## src/rtl/pixel_packer_mono8_pkg.sv

```systemverilog
// Word geometry and FSM states for the Mono8 packer.
// The geometry constants are shared with the input-side per-pixel sequentializer.
package pixel_packer_mono8_pkg;

   localparam int PIXEL_W         = 8;
   localparam int PIXELS_PER_WORD = 32;
   localparam int WORD_W          = PIXEL_W * PIXELS_PER_WORD;
   localparam int LANE_W          = $clog2(PIXELS_PER_WORD);

   typedef enum logic [1:0] {
      IDLE,
      RUN,
      DRAIN,
      DONE
   } state_t;

   function automatic logic [WORD_W-1:0] fill_word(input logic [PIXEL_W-1:0] b);
      return {PIXELS_PER_WORD{b}};
   endfunction

endpackage

```

## src/rtl/pixel_packer_mono8_word_accumulator.sv

```systemverilog
// Collects pixels into one 32-lane word; unused lanes hold PAD_VALUE.
// word_dat already contains the byte being written this cycle, so a completing word can leave with no extra cycle.
module pixel_packer_mono8_word_accumulator
   import pixel_packer_mono8_pkg::*;
#(
   parameter logic [PIXEL_W-1:0] PAD_VALUE = 8'h00
) (
   input  logic                clk,
   input  logic                reset,
   input  logic                wr_en,
   input  logic [LANE_W-1:0]   wr_lane,
   input  logic [PIXEL_W-1:0]  wr_data,
   input  logic                word_end,
   input  logic                flush,
   output logic [WORD_W-1:0]   word_dat,
   output logic                full
);

   logic [WORD_W-1:0] acc_q;

   always_comb begin
      word_dat = acc_q;
      if (wr_en) begin
         word_dat[int'(wr_lane) * PIXEL_W +: PIXEL_W] = wr_data;
      end
   end

   // A flushed word restarts as all-PAD; a completed word that cannot leave is parked as full.
   always_ff @(posedge clk) begin
      if (reset || flush) begin
         acc_q <= fill_word(PAD_VALUE);
         full  <= 1'b0;
      end else if (wr_en) begin
         acc_q <= word_dat;
         full  <= word_end;
      end
   end

endmodule

```

## src/rtl/pixel_packer_mono8.sv

```systemverilog
// Packs Mono8 pixels into 256-bit words, one frame per ap_start, padding and flagging the last word.
// Word valid the cycle after it completes; one parked word lets input run 32 pixels ahead of a stalled output.
module pixel_packer_mono8
   import pixel_packer_mono8_pkg::*;
#(
   parameter int                 OUT_ROWS  = 20,
   parameter int                 OUT_COLS  = 20,
   parameter logic [PIXEL_W-1:0] PAD_VALUE = 8'h00
) (
   input  logic                          clk,
   input  logic                          reset,
   input  logic                          ap_start,
   output logic                          ap_ready,
   output logic                          ap_idle,
   output logic                          ap_done,
   input  logic                          s_axis_tvalid,
   output logic                          s_axis_tready,
   input  logic [PIXEL_W-1:0]            s_axis_tdata,
   output logic                          m_axis_tvalid,
   input  logic                          m_axis_tready,
   output logic [WORD_W-1:0]             m_axis_tdata,
   output logic                          m_axis_tlast,
   output logic [$clog2(OUT_COLS)-1:0]   cnt_col,
   output logic [$clog2(OUT_ROWS)-1:0]   cnt_row
);

   localparam int N       = OUT_ROWS * OUT_COLS;
   localparam int FRAME_W = (N > 1) ? $clog2(N) : 1;
   localparam int COL_W   = $clog2(OUT_COLS);
   localparam int ROW_W   = $clog2(OUT_ROWS);

   localparam logic [FRAME_W-1:0] LAST_PIX  = FRAME_W'(N - 1);
   localparam logic [COL_W-1:0]   LAST_COL  = COL_W'(OUT_COLS - 1);
   localparam logic [ROW_W-1:0]   LAST_ROW  = ROW_W'(OUT_ROWS - 1);
   localparam logic [LANE_W-1:0]  LAST_LANE = LANE_W'(PIXELS_PER_WORD - 1);

   state_t              state;
   logic [LANE_W-1:0]   cnt_in_word;
   logic [FRAME_W-1:0]  cnt_frame;
   logic                acc_full;
   logic                acc_last;
   logic [WORD_W-1:0]   acc_word;
   logic                s_hs;
   logic                m_hs;
   logic                last_pix;
   logic                word_end;
   logic                out_free;
   logic                take;
   logic                take_last;

   assign ap_idle       = (state == IDLE);
   assign ap_ready      = (state == IDLE);
   assign ap_done       = (state == DONE);
   assign s_axis_tready = (state == RUN) && !acc_full;

   assign s_hs      = s_axis_tvalid && s_axis_tready;
   assign m_hs      = m_axis_tvalid && m_axis_tready;
   assign last_pix  = (cnt_frame == LAST_PIX);
   assign word_end  = s_hs && ((cnt_in_word == LAST_LANE) || last_pix);
   assign out_free  = !m_axis_tvalid || m_axis_tready;
   // The output register takes either the parked word or the one completing right now.
   assign take      = out_free && (acc_full || word_end);
   assign take_last = acc_full ? acc_last : last_pix;

   pixel_packer_mono8_word_accumulator #(
      .PAD_VALUE (PAD_VALUE)
   ) u_acc (
      .clk      (clk),
      .reset    (reset),
      .wr_en    (s_hs),
      .wr_lane  (cnt_in_word),
      .wr_data  (s_axis_tdata),
      .word_end (word_end),
      .flush    (take),
      .word_dat (acc_word),
      .full     (acc_full)
   );

   always_ff @(posedge clk) begin
      if (reset) begin
         state         <= IDLE;
         cnt_in_word   <= '0;
         cnt_frame     <= '0;
         cnt_col       <= '0;
         cnt_row       <= '0;
         acc_last      <= 1'b0;
         m_axis_tvalid <= 1'b0;
         m_axis_tlast  <= 1'b0;
         m_axis_tdata  <= '0;
      end else begin
         if (take) begin
            m_axis_tvalid <= 1'b1;
            m_axis_tdata  <= acc_word;
            m_axis_tlast  <= take_last;
         end else if (m_axis_tready) begin
            m_axis_tvalid <= 1'b0;
         end

         if (word_end && !take) begin
            acc_last <= last_pix;
         end

         if (s_hs) begin
            cnt_in_word <= word_end ? '0 : cnt_in_word + 1'b1;
            cnt_frame   <= last_pix ? '0 : cnt_frame + 1'b1;
            if (cnt_col == LAST_COL) begin
               cnt_col <= '0;
               cnt_row <= (cnt_row == LAST_ROW) ? '0 : cnt_row + 1'b1;
            end else begin
               cnt_col <= cnt_col + 1'b1;
            end
         end

         case (state)
            IDLE: begin
               if (ap_start) state <= RUN;
            end
            RUN: begin
               if (s_hs && last_pix) state <= DRAIN;
            end
            DRAIN: begin
               if (m_hs && m_axis_tlast) state <= DONE;
            end
            DONE: begin
               state       <= IDLE;
               cnt_in_word <= '0;
               cnt_frame   <= '0;
               cnt_col     <= '0;
               cnt_row     <= '0;
            end
            default: state <= IDLE;
         endcase
      end
   end

endmodule

```

## config.mk

```make
export PLATFORM = sky130hd
export DESIGN_NAME = pixel_packer_mono8
export DESIGN_NICKNAME = d
export VERILOG_FILES = /design/src/rtl/pixel_packer_mono8_pkg.sv /design/src/rtl/pixel_packer_mono8_word_accumulator.sv /design/src/rtl/pixel_packer_mono8.sv
export SDC_FILE = /design/constraint.sdc
export NUM_CORES = 1
export LEC_CHECK = 0
export CAP_MARGIN = 20
export CORE_ASPECT_RATIO = 0.8
export CORE_MARGIN = 3
export CORE_UTILIZATION = 55
export CTS_BUF_LIST = sky130_fd_sc_hd__clkbuf_16
export CTS_CLUSTER_SIZE = 25
export DETAILED_ROUTE_END_ITERATION = 7
export HOLD_SLACK_MARGIN = 0.02
export PLACE_DENSITY = 0.8
export SLEW_MARGIN = 20
export SYNTH_ARGS = -nofsm -noshare
export SYNTH_HDL_FRONTEND = slang
export SYNTH_SLANG_ARGS = --single-unit
```

## constraint.sdc

```tcl
create_clock -name clk -period 6.4 [get_ports clk]
set_input_delay 1.6 -clock clk [delete_from_list [all_inputs] [get_ports clk]]
set_output_delay 1.6 -clock clk [all_outputs]
set_load 0.02 [all_outputs]
```

==> flow_summary_export.csv <==
group,metric,value,unit
outcome,status,"finished clean",
logic_synthesis,synth_fp_nets,2132,
global_route,grt_use_total,31.6,%
timing,tightest_slew,1.31,ns
floorplan,start_util,56.6,%
critical_path,rr_startpoint,"cnt_in_word[1]",
power,power.density,284,mW/mm²
power,ir_drop,0.234,mV
cts,cts_tree,"built",
floorplan,rows,61,
global_route,first_global_vias,15900,
timing,finalSetupTns,0,ns
critical_path,ff2ff_setup_slack,1.84,ns
logic_synthesis,yosys-top-cells-count,"568 x nor2_1, 542 x dfxtp_1, 250 x a211oi_1",
logic_synthesis,ys_ff_latch,542,
critical_path,end_kind,"register",
hold_path,hold_class,"reg -> reg",
logic_synthesis,ys_warn_count,0,
route,met3_length,6940,µm
logic_synthesis,synth_area,0.0199,mm²
route,ant_nets,0,
cts,cts_made_buffers,51,
timing,skew,0.0186,ns
cts,clockBufferDepth,3,
global_route,gr-total-overflow,0,
cts,h-tree-depth,2,
logic_synthesis,syn_area_per_cell,9.44,µm²
place,globalplace.congestion,0.945,
floorplan,core,0.0352,mm²
timing,period_needed,4.56,ns
timing,finalCritPeriodShare,71.3,%
place,numPortBuffers,284,
critical_path,startpoint,"cnt_in_word[1]",
place,dp_worst_setup_slack,1.80,ns
timing,timing.fmax,0.219,GHz
critical_path,crit_required,6.80,ns
timing,drv_slew,0,
route,num_vias,16700,
timing,hold_viol_final,0,
route,wl_per_cell,22.3,µm
route,drtIter0Drc,1840,
route,viasPerCell,5.94,
layout,final_layout_size_suffix_gt1_share,5.83,%
global_route,grt_pass1_wl,94300,µm
logic_synthesis,yosysMostFrequentCell,"nor2_1",
place,hpwlAfterDp,41400,µm
hold_path,hp-start,"cnt_frame[1]",
critical_path,critical_path_class,"reg -> reg",
cts,cts_hold_buf,0,
logic_synthesis,synth.distinct_cells,69,
floorplan,die_w,219,µm
route,met1_length,25500,µm
power,power.leakage,0.00865,µW
cts,ctsResizeCount,0,
layout,syn2layout_area_growth,23.2,%
logic_synthesis,synthCells,2108,
layout,layout.nets,2315,
global_route,grt_max_degree,248,
timing,relSlewSlack,12.9,%
critical_path,critPathMaxFanout,17,
route,routed_wl,62600,µm
timing,setup_violations,0,
cts,post_cts_buffers,0,
logic_synthesis,synth-edff-count,0,
floorplan,dieArea,0.0385,mm²
timing,setup_slack,1.84,ns
cts,path_clk_slew,0.06,ns
route,dr.pass1.iters,6,
route,top_layer_used,"met5",
cts,clkLatencyLatePin,0.59,ns
route,wl_met2,27900,µm
flow_run,cap_violations,0,
cts,cts-root-buf,"clkbuf_16",
logic_synthesis,yosysSeqAreaShare,54.5,%
logic_synthesis,synth_area_leaders,"dfxtp_1 55%, nor2_1 11%, a211oi_1 9.4%",
critical_path,cp-start-kind,"register",
global_route,antenna_found_initial,2,
logic_synthesis,synthFlopType,"dfxtp_1",
logic_synthesis,async_reset_ff_share,0,%
route,drc_errors,0,
logic_synthesis,synth_top_area_cell,"dfxtp_1",
logic_synthesis,yosysTopAreaCellShare,54.5,%
layout,num_antenna_cells,0,
timing,grt_setup_unrepaired,"false",
floorplan,die_h,176,µm
floorplan,ios,285,
cts,cts.sinks,542,
critical_path,arrival,4.96,ns
==> metrics by stage <==
step                power, µW  std cells  util (%)  hold WS [ns]  cell area (µm²)
floorplan                3850       2108         -         0.432            19900
global placement         4020       2710      64.9         0.440            22800
detailed placement       4030       2710      64.9         0.459            22900
CTS                      6970       2805      69.6         0.475            24500
global route             7160       2805      69.6         0.491            24500
finish                   6960       2805      69.6         0.474            24500
==> power breakdown <==
group	internal, µW	switching, µW
clock network	1680	1300
logic	145	423
registers	3390	14.5
total	5220	1740
==> layout by cell type (no fill, tap or decap), types with 3 or more instances in the layout <==
master / instances
a22oi_1: 67
nand3_1: 12
nor2_1: 568
clkinv_2: 8
buf_12: 5
o21ai_1: 3
nand2b_1: 7
dfxtp_1: 542
bufinv_16: 5
ha_1: 11
nand3b_1: 4
nor4_2: 3
a21oi_1: 57
xor2_1: 8
and2_1: 16
nor3_1: 34
and3_1: 15
a32oi_1: 20
a211oi_2: 11
a211oi_1: 249
nor2b_1: 9
o21ai_0: 17
or3_1: 5
nand4_1: 18
mux2i_1: 132
nand2_1: 49
nor3_2: 3
clkbuf_16: 52
o21a_1: 3
xnor2_1: 4
or2_2: 4
inv_1: 24
clkdlybuf4s50_1: 283
clkinv_1: 8
buf_4: 16
nor4_1: 4
a21o_1: 3
==> worst max-delay path: stages, from the launching register on <==
cell	delay (ns)
dfxtp_1	0.77
inv_1	0.11
ha_1	0.38
nand2b_1	0.42
nor2_1	0.08
ha_1	0.33
nand4bb_1	0.56
nor4_2	0.79
nand2_1	0.42
a22oi_1	0.38
a211oi_1	0.13
==> sequential cells by signal (all words and copies together) (netlist names) <==
register / count
m_axis_tlast: 1
m_axis_tdata: 256
m_axis_tvalid: 1
acc_last: 1
u_acc.acc_q: 256
state: 2
cnt_col: 5
u_acc.full: 1
cnt_row: 5
cnt_in_word: 5
cnt_frame: 9
==> logic make-up after synthesis <==
group / Yosys count / share of synthesized area, %
DFF: 542 / 54.5
adders and majority gates: 11 / 0.692
and+or+nand+nor: 780 / 17.2
xor gates and xnor gates: 15 / 0.698
AOI/OAI and AO/OA: 443 / 16.3
buffers and inverters: 184 / 3.89
muxes: 133 / 6.70
==> per-layer routing <==
layer,up-vias,track usage [%]
met2,738,48.8
li1,7794,-
met5,-,0
met3,150,11.3
met1,7975,41.2
met4,2,10.9
==> layout make-up <==
cell class	count	area, µm²
clock buffer	52	1300
clock inverter	43	349
fill	2639	10700
inverter	9	33.8
multi-input combinational	1382	8310
sequential	542	10900
tap	472	591
timing repair buffer	305	3070
==> worst paths after layout <==
path,cells past startpoint,to
worst max-delay path,10,m_axis_tdata[237]
worst min-delay path,2,cnt_frame[1]
worst max register to register,10,m_axis_tdata[237]
worst min register to register,2,cnt_frame[1]
Note: power is estimated with default switching activity, not from simulation.
